--- src/rtl/channel_burst_multiplexer.sv ---
// channel_burst_multiplexer
//   Merges CHANN per-channel word streams onto one output stream. Every channel
//   has its own buffer. Data leaves in framed bursts: one header word
//   {channel id, zeros, len-1} and then len payload words, with 1 <= len <= MAX_BURST.
//   Channels are granted round-robin. A channel becomes eligible when it holds a
//   full burst, or when it holds a partial burst that has aged TIMEOUT cycles.
//   channel_enable masks grants only. Buffers accept writes whatever the mask is.
//
// Ports
//   clk, com_rst_n             clock; asynchronous active-low reset
//   fifo_out_valid_channel     per-channel input word valid
//   fifo_out_ready_channel     per-channel ready (buffer not full); 0 during reset
//   fifo_out_data_channel      per-channel input words
//   channel_enable             per-channel grant enable
//   fifo_out_valid/ready/data  merged output stream (header or payload)
//   fsm_state                  current burst FSM state (0 IDLE, 1 HEADER, 2 DATA)
//
// Handshake: a word moves on every rising clk edge where valid && ready are
// both high. A source holds valid and data stable until that edge; ready may
// change freely and has no combinational dependency on valid.
module channel_burst_multiplexer #(
  parameter int WIDTH      = 16,
  parameter int CHANN      = 8,
  parameter int FIFO_DEPTH = 16,
  parameter int MAX_BURST  = 8,
  parameter int TIMEOUT    = 32
) (
  input  logic                        clk,
  input  logic                        com_rst_n,
  input  logic [CHANN-1:0]            fifo_out_valid_channel,
  output logic [CHANN-1:0]            fifo_out_ready_channel,
  input  logic [CHANN-1:0][WIDTH-1:0] fifo_out_data_channel,
  input  logic [CHANN-1:0]            channel_enable,
  output logic                        fifo_out_valid,
  input  logic                        fifo_out_ready,
  output logic [WIDTH-1:0]            fifo_out_data,
  output logic [1:0]                  fsm_state
);

  localparam int CW = (CHANN > 1) ? $clog2(CHANN) : 1;
  localparam int LW = (MAX_BURST > 1) ? $clog2(MAX_BURST) : 1;
  localparam int AW = (FIFO_DEPTH > 1) ? $clog2(FIFO_DEPTH) : 1;
  localparam int NW = $clog2(FIFO_DEPTH + 1);
  localparam int TW = $clog2(TIMEOUT + 1);

  localparam logic [AW-1:0] LAST_PTR = AW'(FIFO_DEPTH - 1);
  localparam logic [NW-1:0] DEPTH_N  = NW'(FIFO_DEPTH);
  localparam logic [NW-1:0] BURST_N  = NW'(MAX_BURST);
  localparam logic [TW-1:0] TMAX     = TW'(TIMEOUT);
  localparam logic [CW:0]   CHANN_W  = (CW+1)'(CHANN);

  typedef enum logic [1:0] {
    IDLE   = 2'd0,
    HEADER = 2'd1,
    DATA   = 2'd2
  } state_t;

  state_t          state, state_next;
  logic [CW-1:0]   ch, ch_next;          // channel owning the current burst
  logic [LW-1:0]   len_m1, len_m1_next;  // burst length minus one, frozen at grant
  logic [LW-1:0]   cnt, cnt_next;        // payload words already sent
  logic [CW-1:0]   rr, rr_next;          // last granted channel
  logic            burst_done;

  logic [CHANN-1:0] full, push, pop, eligible;
  logic [NW-1:0]    fill [CHANN];
  logic [WIDTH-1:0] head [CHANN];

  // ---------------------------------------------------------------------------
  // Per-channel buffer and age timer
  // ---------------------------------------------------------------------------
  for (genvar g = 0; g < CHANN; g++) begin : g_ch
    logic [WIDTH-1:0] mem [FIFO_DEPTH];
    logic [AW-1:0]    wr_ptr, rd_ptr;
    logic [NW-1:0]    fill_r;
    logic [TW-1:0]    timer;

    // Ready comes only from the registered fill level. A full buffer therefore
    // refuses a push even in a cycle where it is popped.
    assign full[g] = (fill_r == DEPTH_N);
    assign push[g] = fifo_out_valid_channel[g] && !full[g];
    assign pop[g]  = (state == DATA) && (ch == CW'(g)) && fifo_out_ready;
    assign eligible[g] = channel_enable[g] &&
                         ((fill_r >= BURST_N) || ((fill_r != '0) && (timer == TMAX)));
    assign fill[g] = fill_r;
    assign head[g] = mem[rd_ptr];

    always_ff @(posedge clk) begin
      if (push[g]) mem[wr_ptr] <= fifo_out_data_channel[g];
    end

    always_ff @(posedge clk or negedge com_rst_n) begin
      if (!com_rst_n) begin
        wr_ptr <= '0;
        rd_ptr <= '0;
        fill_r <= '0;
        timer  <= '0;
      end else begin
        if (push[g]) wr_ptr <= (wr_ptr == LAST_PTR) ? '0 : wr_ptr + 1'b1;
        if (pop[g])  rd_ptr <= (rd_ptr == LAST_PTR) ? '0 : rd_ptr + 1'b1;
        if (push[g] && !pop[g])      fill_r <= fill_r + 1'b1;
        else if (pop[g] && !push[g]) fill_r <= fill_r - 1'b1;
        // The age restarts whenever this channel's burst completes. Any words
        // left over then wait a fresh TIMEOUT unless they make up a full burst.
        if ((fill_r == '0) || (burst_done && (ch == CW'(g)))) timer <= '0;
        else if (timer != TMAX)                             timer <= timer + 1'b1;
      end
    end
  end

  assign fifo_out_ready_channel = ~full & {CHANN{com_rst_n}};

  // ---------------------------------------------------------------------------
  // Round-robin pick: first eligible channel after rr, wrapping modulo CHANN
  // ---------------------------------------------------------------------------
  logic          grant_found;
  logic [CW-1:0] grant_idx;
  logic [CW:0]   scan;
  logic [CW-1:0] scan_idx;
  logic [LW-1:0] grant_len_m1;

  always_comb begin
    grant_found = 1'b0;
    grant_idx   = '0;
    scan        = '0;
    scan_idx    = '0;
    for (int k = 1; k <= CHANN; k++) begin
      scan = {1'b0, rr} + (CW+1)'(k);
      if (scan >= CHANN_W) scan = scan - CHANN_W;
      scan_idx = scan[CW-1:0];
      if (!grant_found && eligible[scan_idx]) begin
        grant_found = 1'b1;
        grant_idx   = scan_idx;
      end
    end
  end

  assign grant_len_m1 = (fill[grant_idx] >= BURST_N) ? LW'(MAX_BURST - 1)
                                                     : LW'(fill[grant_idx] - 1'b1);

  // ---------------------------------------------------------------------------
  // Burst FSM
  // ---------------------------------------------------------------------------
  always_ff @(posedge clk or negedge com_rst_n) begin
    if (!com_rst_n) begin
      state  <= IDLE;
      ch     <= '0;
      len_m1 <= '0;
      cnt    <= '0;
      rr     <= CW'(CHANN - 1);
    end else begin
      state  <= state_next;
      ch     <= ch_next;
      len_m1 <= len_m1_next;
      cnt    <= cnt_next;
      rr     <= rr_next;
    end
  end

  always_comb begin
    state_next     = state;
    ch_next        = ch;
    len_m1_next    = len_m1;
    cnt_next       = cnt;
    rr_next        = rr;
    burst_done     = 1'b0;
    fifo_out_valid = 1'b0;
    fifo_out_data  = '0;
    case (state)
      IDLE: begin
        if (grant_found) begin
          ch_next     = grant_idx;
          len_m1_next = grant_len_m1;
          rr_next     = grant_idx;
          state_next  = HEADER;
        end
      end
      HEADER: begin
        fifo_out_valid = 1'b1;
        fifo_out_data[WIDTH-1 -: CW] = ch;
        fifo_out_data[LW-1:0]        = len_m1;
        if (fifo_out_ready) begin
          cnt_next   = '0;
          state_next = DATA;
        end
      end
      DATA: begin
        fifo_out_valid = 1'b1;
        fifo_out_data  = head[ch];
        if (fifo_out_ready) begin
          cnt_next = cnt + 1'b1;
          if (cnt == len_m1) begin
            burst_done = 1'b1;
            state_next = IDLE;
          end
        end
      end
      default: state_next = IDLE;
    endcase
  end

  assign fsm_state = state;

endmodule
--- config.mk ---
export PLATFORM = sky130hd
export DESIGN_NAME = channel_burst_multiplexer
export DESIGN_NICKNAME = d
export VERILOG_FILES = /design/src/rtl/channel_burst_multiplexer.sv
export SDC_FILE = /design/constraint.sdc
export NUM_CORES = 2
export LEC_CHECK = 0
export BUFFER_PORTS_ARGS = -buffer_cell sky130_fd_sc_hd__buf_4
export CAP_MARGIN = 25
export CELL_PAD_IN_SITES_DETAIL_PLACEMENT = 2
export CELL_PAD_IN_SITES_GLOBAL_PLACEMENT = 2
export CORE_ASPECT_RATIO = 0.9
export CORE_UTILIZATION = 54
export DETAILED_ROUTE_END_ITERATION = 8
export GPL_TIMING_DRIVEN = 0
export PLACE_DENSITY_LB_ADDON = 0.1
export SLEW_MARGIN = 25
export SYNTH_ARGS = -nofsm -noshare
export SYNTH_HDL_FRONTEND = slang
export SYNTH_SLANG_ARGS = --single-unit
--- constraint.sdc ---
create_clock -name clk -period 12.98 [get_ports clk]
set_clock_uncertainty 0.2 [all_clocks]
set_input_delay 2.596 -clock clk [delete_from_list [all_inputs] [get_ports clk]]
set_output_delay 2.596 -clock clk [all_outputs]
set_load 0.005 [all_outputs]
==> results of run 1 <==
==> stage by stage <==
stage,setup slack [ns],hold WS (ns),area (µm²),std cells
after floorplan,6.596,0.2900,89020,4223
after global placement,4.280,0.3224,92990,6526
==> cell families after synthesis <==
logic type	share of synthesized area, %
flip-flops	73.75
AND/OR/NAND/NOR	2.742
multiplexers	17.82
XOR/XNOR	0.9937
AO/OA/AOI/OAI	1.983
adder cells (fa/ha/maj)	1.543
buffers and inverters	1.169
==> results by group, run 1 <==
Floorplan
  • Num rows: 140
  • Die width: 430.0 µm
  • IO Pins: 174
  • Die height: 387.2 µm
  • Initial Util: 54.71%

Logic synthesis
  • Top_reg_cell synth: edfxtp_1
  • Number of flops mapped to enable cells by yosys: 2048
  • Yosys reg bits: 2214
  • Synth async-reset ratio: 7.498%
  • Post-synthesis cell type count: 77
  • Avg Inst Size Synth: 21.08 µm²
  • Post-Syn Nets: 4475
  • Synth top area share: 69.08%
  • Post-synthesis sequential area ratio: 73.75%
  • YS warnings: 0
  • Post-Synthesis Cells: 4223
  • Commonest cells post-synth: edfxtp_1 (2048), mux4_2 (676), nor2_1 (194)
  • Mapped Area: 89020 µm²
  • Most common cell in the netlist: edfxtp_1
  • Post-synth top area cell: edfxtp_1
  • Top post-synthesis cells by area: edfxtp_1 (69%), mux4_2 (17%), dfrtp_1 (4.6%), ha_1 (1.4%), nor2_1 (0.82%)

Outcome
  • Stopping stage: detailed placement (3_5_place_dp)
  • Error Message: [ERROR DPL-0033] detailed placement checks failed during check placement.
  • Status: stopped before the end

Placed design
  • # port buffers: 173
  • DP HPWL: 214600 µm
  • GP Congestion: 0.7968
==> inputs of run 2 (changes only) <==
CELL_PAD_IN_SITES_DETAIL_PLACEMENT = default   (was 2)
CELL_PAD_IN_SITES_GLOBAL_PLACEMENT = default   (was 2)
CORE_ASPECT_RATIO = default   (was 0.9)
CORE_UTILIZATION = 40   (was 54)
PLACE_DENSITY_LB_ADDON = 0.15   (was 0.1)
==> results by group, run 2 <==
Pwr
  • Logic gate share of total power: 30.0%
  • Clk pwr share: 29.3%
  • Peak VDD IR: 156.0 µV
  • Net Sw Power: 6.963 mW
  • Leakage power: 33.47 nW
  • Sequential Power Share: 40.7%
  • Switching Fraction: 31.42%
  • PwrDens: 211.2 nW/µm²
  • Int Power: 15.20 mW

Layout
  • Final nets: 5039
  • Post-route non-filler standard cell count: 7949
  • Layout cells sized above 1: 31.49%
  • Synth-to-layout area growth: 17.84%
  • Most common cell after layout, fill and taps aside: edfxtp_1
  • Max reg flops: 2048
  • Most frequent cells in the layout: edfxtp_1 (2048), mux4_2 (676), buf_4 (246)
  • Largest registers: g_ch.mem: 2048 flops, g_ch.timer: 48 flops, g_ch.fill_r: 40 flops
  • Biggest register: g_ch.mem

Worst setup path
  • Worst Reg-to-Reg Cells: 18
  • Worst setup SP type: flop
  • Crit-path max cell delay: 0.76 ns
  • Slowest cell on crit path: clkbuf_1
  • CP Cell Sequence: clkbuf_1, buf_1, clkbuf_1, mux4_2, mux4_2, mux4_2, mux2i_1, nor2b_1, buf_4
  • R2R Path End: len_m1[2]$_DFFE_PN0P_
  • Crit Path Max Fanout: 10
  • Delay-heaviest family, CP: multiplexers
  • Setup crit end kind: output pin
  • Reg-to-Reg Start: rr[1]$_DFFE_PN1P_
  • R2R setup slack: 7.19 ns
  • Critical path arrival: 5.38 ns
  • Most used cell, CP: mux4_2
  • Worst Path Required: 10.18 ns
  • Crit Path Category: flop to output pin
  • CP Buf/Inv Count: 4

Routing
  • WL/cell: 29.15 µm
  • Initial drt markers: 4445
  • Vias: 44010
  • WL final: 231700 µm
  • Post-route DRC: 0
  • Pre-Repair DR Iteration Count: 5
  • Final antenna-violating net count: 0
  • Vias per std cell: 5.537

Worst hold path
  • Worst min path class: flop to flop
  • Hold depth: 2
  • Hold wc startpoint: g_ch[2].timer[5]$_DFFE_PN0P_
  • Hold endpoint: g_ch[2].timer[5]$_DFFE_PN0P_

Logic synthesis
  • Mapped Area: 89020 µm²
  • Post-synthesis sequential area ratio: 73.75%
  • Top_reg_cell synth: edfxtp_1
  • Top post-synthesis cells by area: edfxtp_1 (69%), mux4_2 (17%), dfrtp_1 (4.6%), ha_1 (1.4%), nor2_1 (0.82%)
  • Synth async-reset ratio: 7.498%
  • Yosys reg bits: 2214
  • Avg Inst Size Synth: 21.08 µm²
  • Commonest cells post-synth: edfxtp_1 (2048), mux4_2 (676), nor2_1 (194)
  • Synth top area share: 69.08%
  • Post-synthesis cell type count: 77
  • Most common cell in the netlist: edfxtp_1
  • Post-Syn Nets: 4475
  • Post-Synthesis Cells: 4223
  • Number of flops mapped to enable cells by yosys: 2048
  • YS warnings: 0
  • Post-synth top area cell: edfxtp_1

Floorplan
  • Core footprint: 220400 µm²
  • Die Area: 224400 µm²
  • Initial Util: 40.40%
  • Die width: 473.8 µm
  • Die height: 473.8 µm
  • Num rows: 172
  • IO Pins: 174

Clock network
  • Clock buffer depth: 3
  • # hold bufs at CTS: 0
  • Clk sinks: 2214
  • Clock latency on the worst-skew pair: 0.86 ns
  • Clk slew on worst S/H paths: 0.06 ns
  • H-tree depth: 4
  • Post-CTS sizing: 0
  • Setup Fix Bufs, Post-CTS: 0
  • CTS tree: done
  • CTS Buf Count: 229
  • Root Buffer: clkbuf_16

Timing
  • Fin crit share: 62.95%
  • Min cycle time layout: 8.172 ns
  • Slew HR: 25.03%
  • Fin. max-slew vios: 0
  • Total Neg Setup Slack: 0 ns
  • Max Clk Rate: 0.1224 GHz
  • Final Hold Vio Count: 0
  • # setup viols final: 0
  • Worst Tran Pin Value: 1.125 ns
  • RSZ-0062 raised after global routing: false

Placed design
  • DP HPWL: 156500 µm
  • Cell Count Post-Placement: 7514
  • # port buffers: 173
  • GP Congestion: 0.7883

GRT
  • GRT Total Usage: 20.87%
  • Vias in the first global route: 45080
  • Largest net degree at the start of global routing: 74
  • Total grt overflow: 0
  • Initial antenna violation count: 54
  • First-pass GRT wire length: 331600 µm

Outcome
  • Status: finished clean

Flow run
  • Max-Cap Viols: 0
## run 2: power by group through the flow
| stage | sequential [mW] | clock (mW) | combinational, mW |
|---|---|---|---|
| after floorplan | 9.05 | 0 | 4.22 |
| after global placement | 9.18 | 0 | 6.30 |
| after detailed placement | 9.17 | 0 | 6.73 |
| after CTS | 9.03 | 6.63 | 6.76 |
| after global routing | 9.10 | 6.90 | 7.15 |
| final | 9.02 | 6.49 | 6.65 |
## run 2: cell type report
type	count	area [µm²]
antenna	8	20.02
buffer	215	863.3
clock buffer	301	6201
clock inverter	126	1290
fill	18230	115500
inverter	61	229.0
multi-input combinational	1733	23230
sequential	2214	65660
tap	2958	3701
timing repair buffer	333	3717
## run 2: layer usage
layer	vias to the layer above	GRT usage (%)	wire length, µm
li1	18710	-	-
met1	23600	29.53	100600
met2	1309	32.99	110400
met3	349	4.040	14530
met4	38	5.756	5958
met5	-	0	249
## run 2: how the worst max path moves through the flow
stage | start | end | slack, ns | depth (start not counted)
detailed placement | g_ch[4].rd_ptr[0]$_DFFE_PN0P_ | fifo_out_data[3] | 5.48 | 9
global route | g_ch[3].rd_ptr[0]$_DFFE_PN0P_ | fifo_out_data[9] | 4.50 | 9
finish | g_ch[0].rd_ptr[0]$_DFFE_PN0P_ | fifo_out_data[9] | 4.81 | 9
floorplan | channel_enable[5] | len_m1[2]$_DFFE_PN0P_ | 6.60 | 15
global placement | com_rst_n | fifo_out_ready_channel[3] | 4.51 | 3
CTS | g_ch[4].rd_ptr[0]$_DFFE_PN0P_ | fifo_out_data[3] | 4.55 | 9
## run 2: worst min-delay path: cells and delay by family (launching register included)
| kind | cells | cell delay [ns] |
|---|---|---|
| AND/OR/NAND/NOR | 1 | 0.08 |
| XOR/XNOR | 1 | 0.08 |
| flip-flops | 1 | 0.35 |
## run 2: logic make-up (layout without fill, tap and decap cells)
| logic type | after synthesis | in the layout | share of synthesized area, % |
|---|---|---|---|
| adder cells (fa/ha/maj) | 105 | 105 | 1.543 |
| multiplexers | 735 | 735 | 17.82 |
| AND/OR/NAND/NOR | 527 | 527 | 2.742 |
| other | 0 | 8 | 0 |
| buffers and inverters | 276 | 1036 | 1.169 |
| flip-flops | 2214 | 2214 | 73.75 |
| AO/OA/AOI/OAI | 265 | 265 | 1.983 |
| XOR/XNOR | 101 | 101 | 0.9937 |
## run 2: through the flow
step / hold slack, ns / setup slack [ns] / area, µm² / util [%] / total power, mW
global placement: 0.3255 / 4.506 / 94020 / 42.67 / 15.49
detailed placement: 0.3313 / 5.483 / 97370 / 44.19 / 15.91
CTS: 0.3477 / 4.548 / 104900 / 47.58 / 22.42
finish: 0.3432 / 4.808 / 104900 / 47.60 / 22.16
global route: 0.3650 / 4.496 / 104900 / 47.60 / 23.15
floorplan: 0.2900 / 6.596 / 89020 / - / 13.27
No activity file was read; power rests on OpenSTA's default activity.
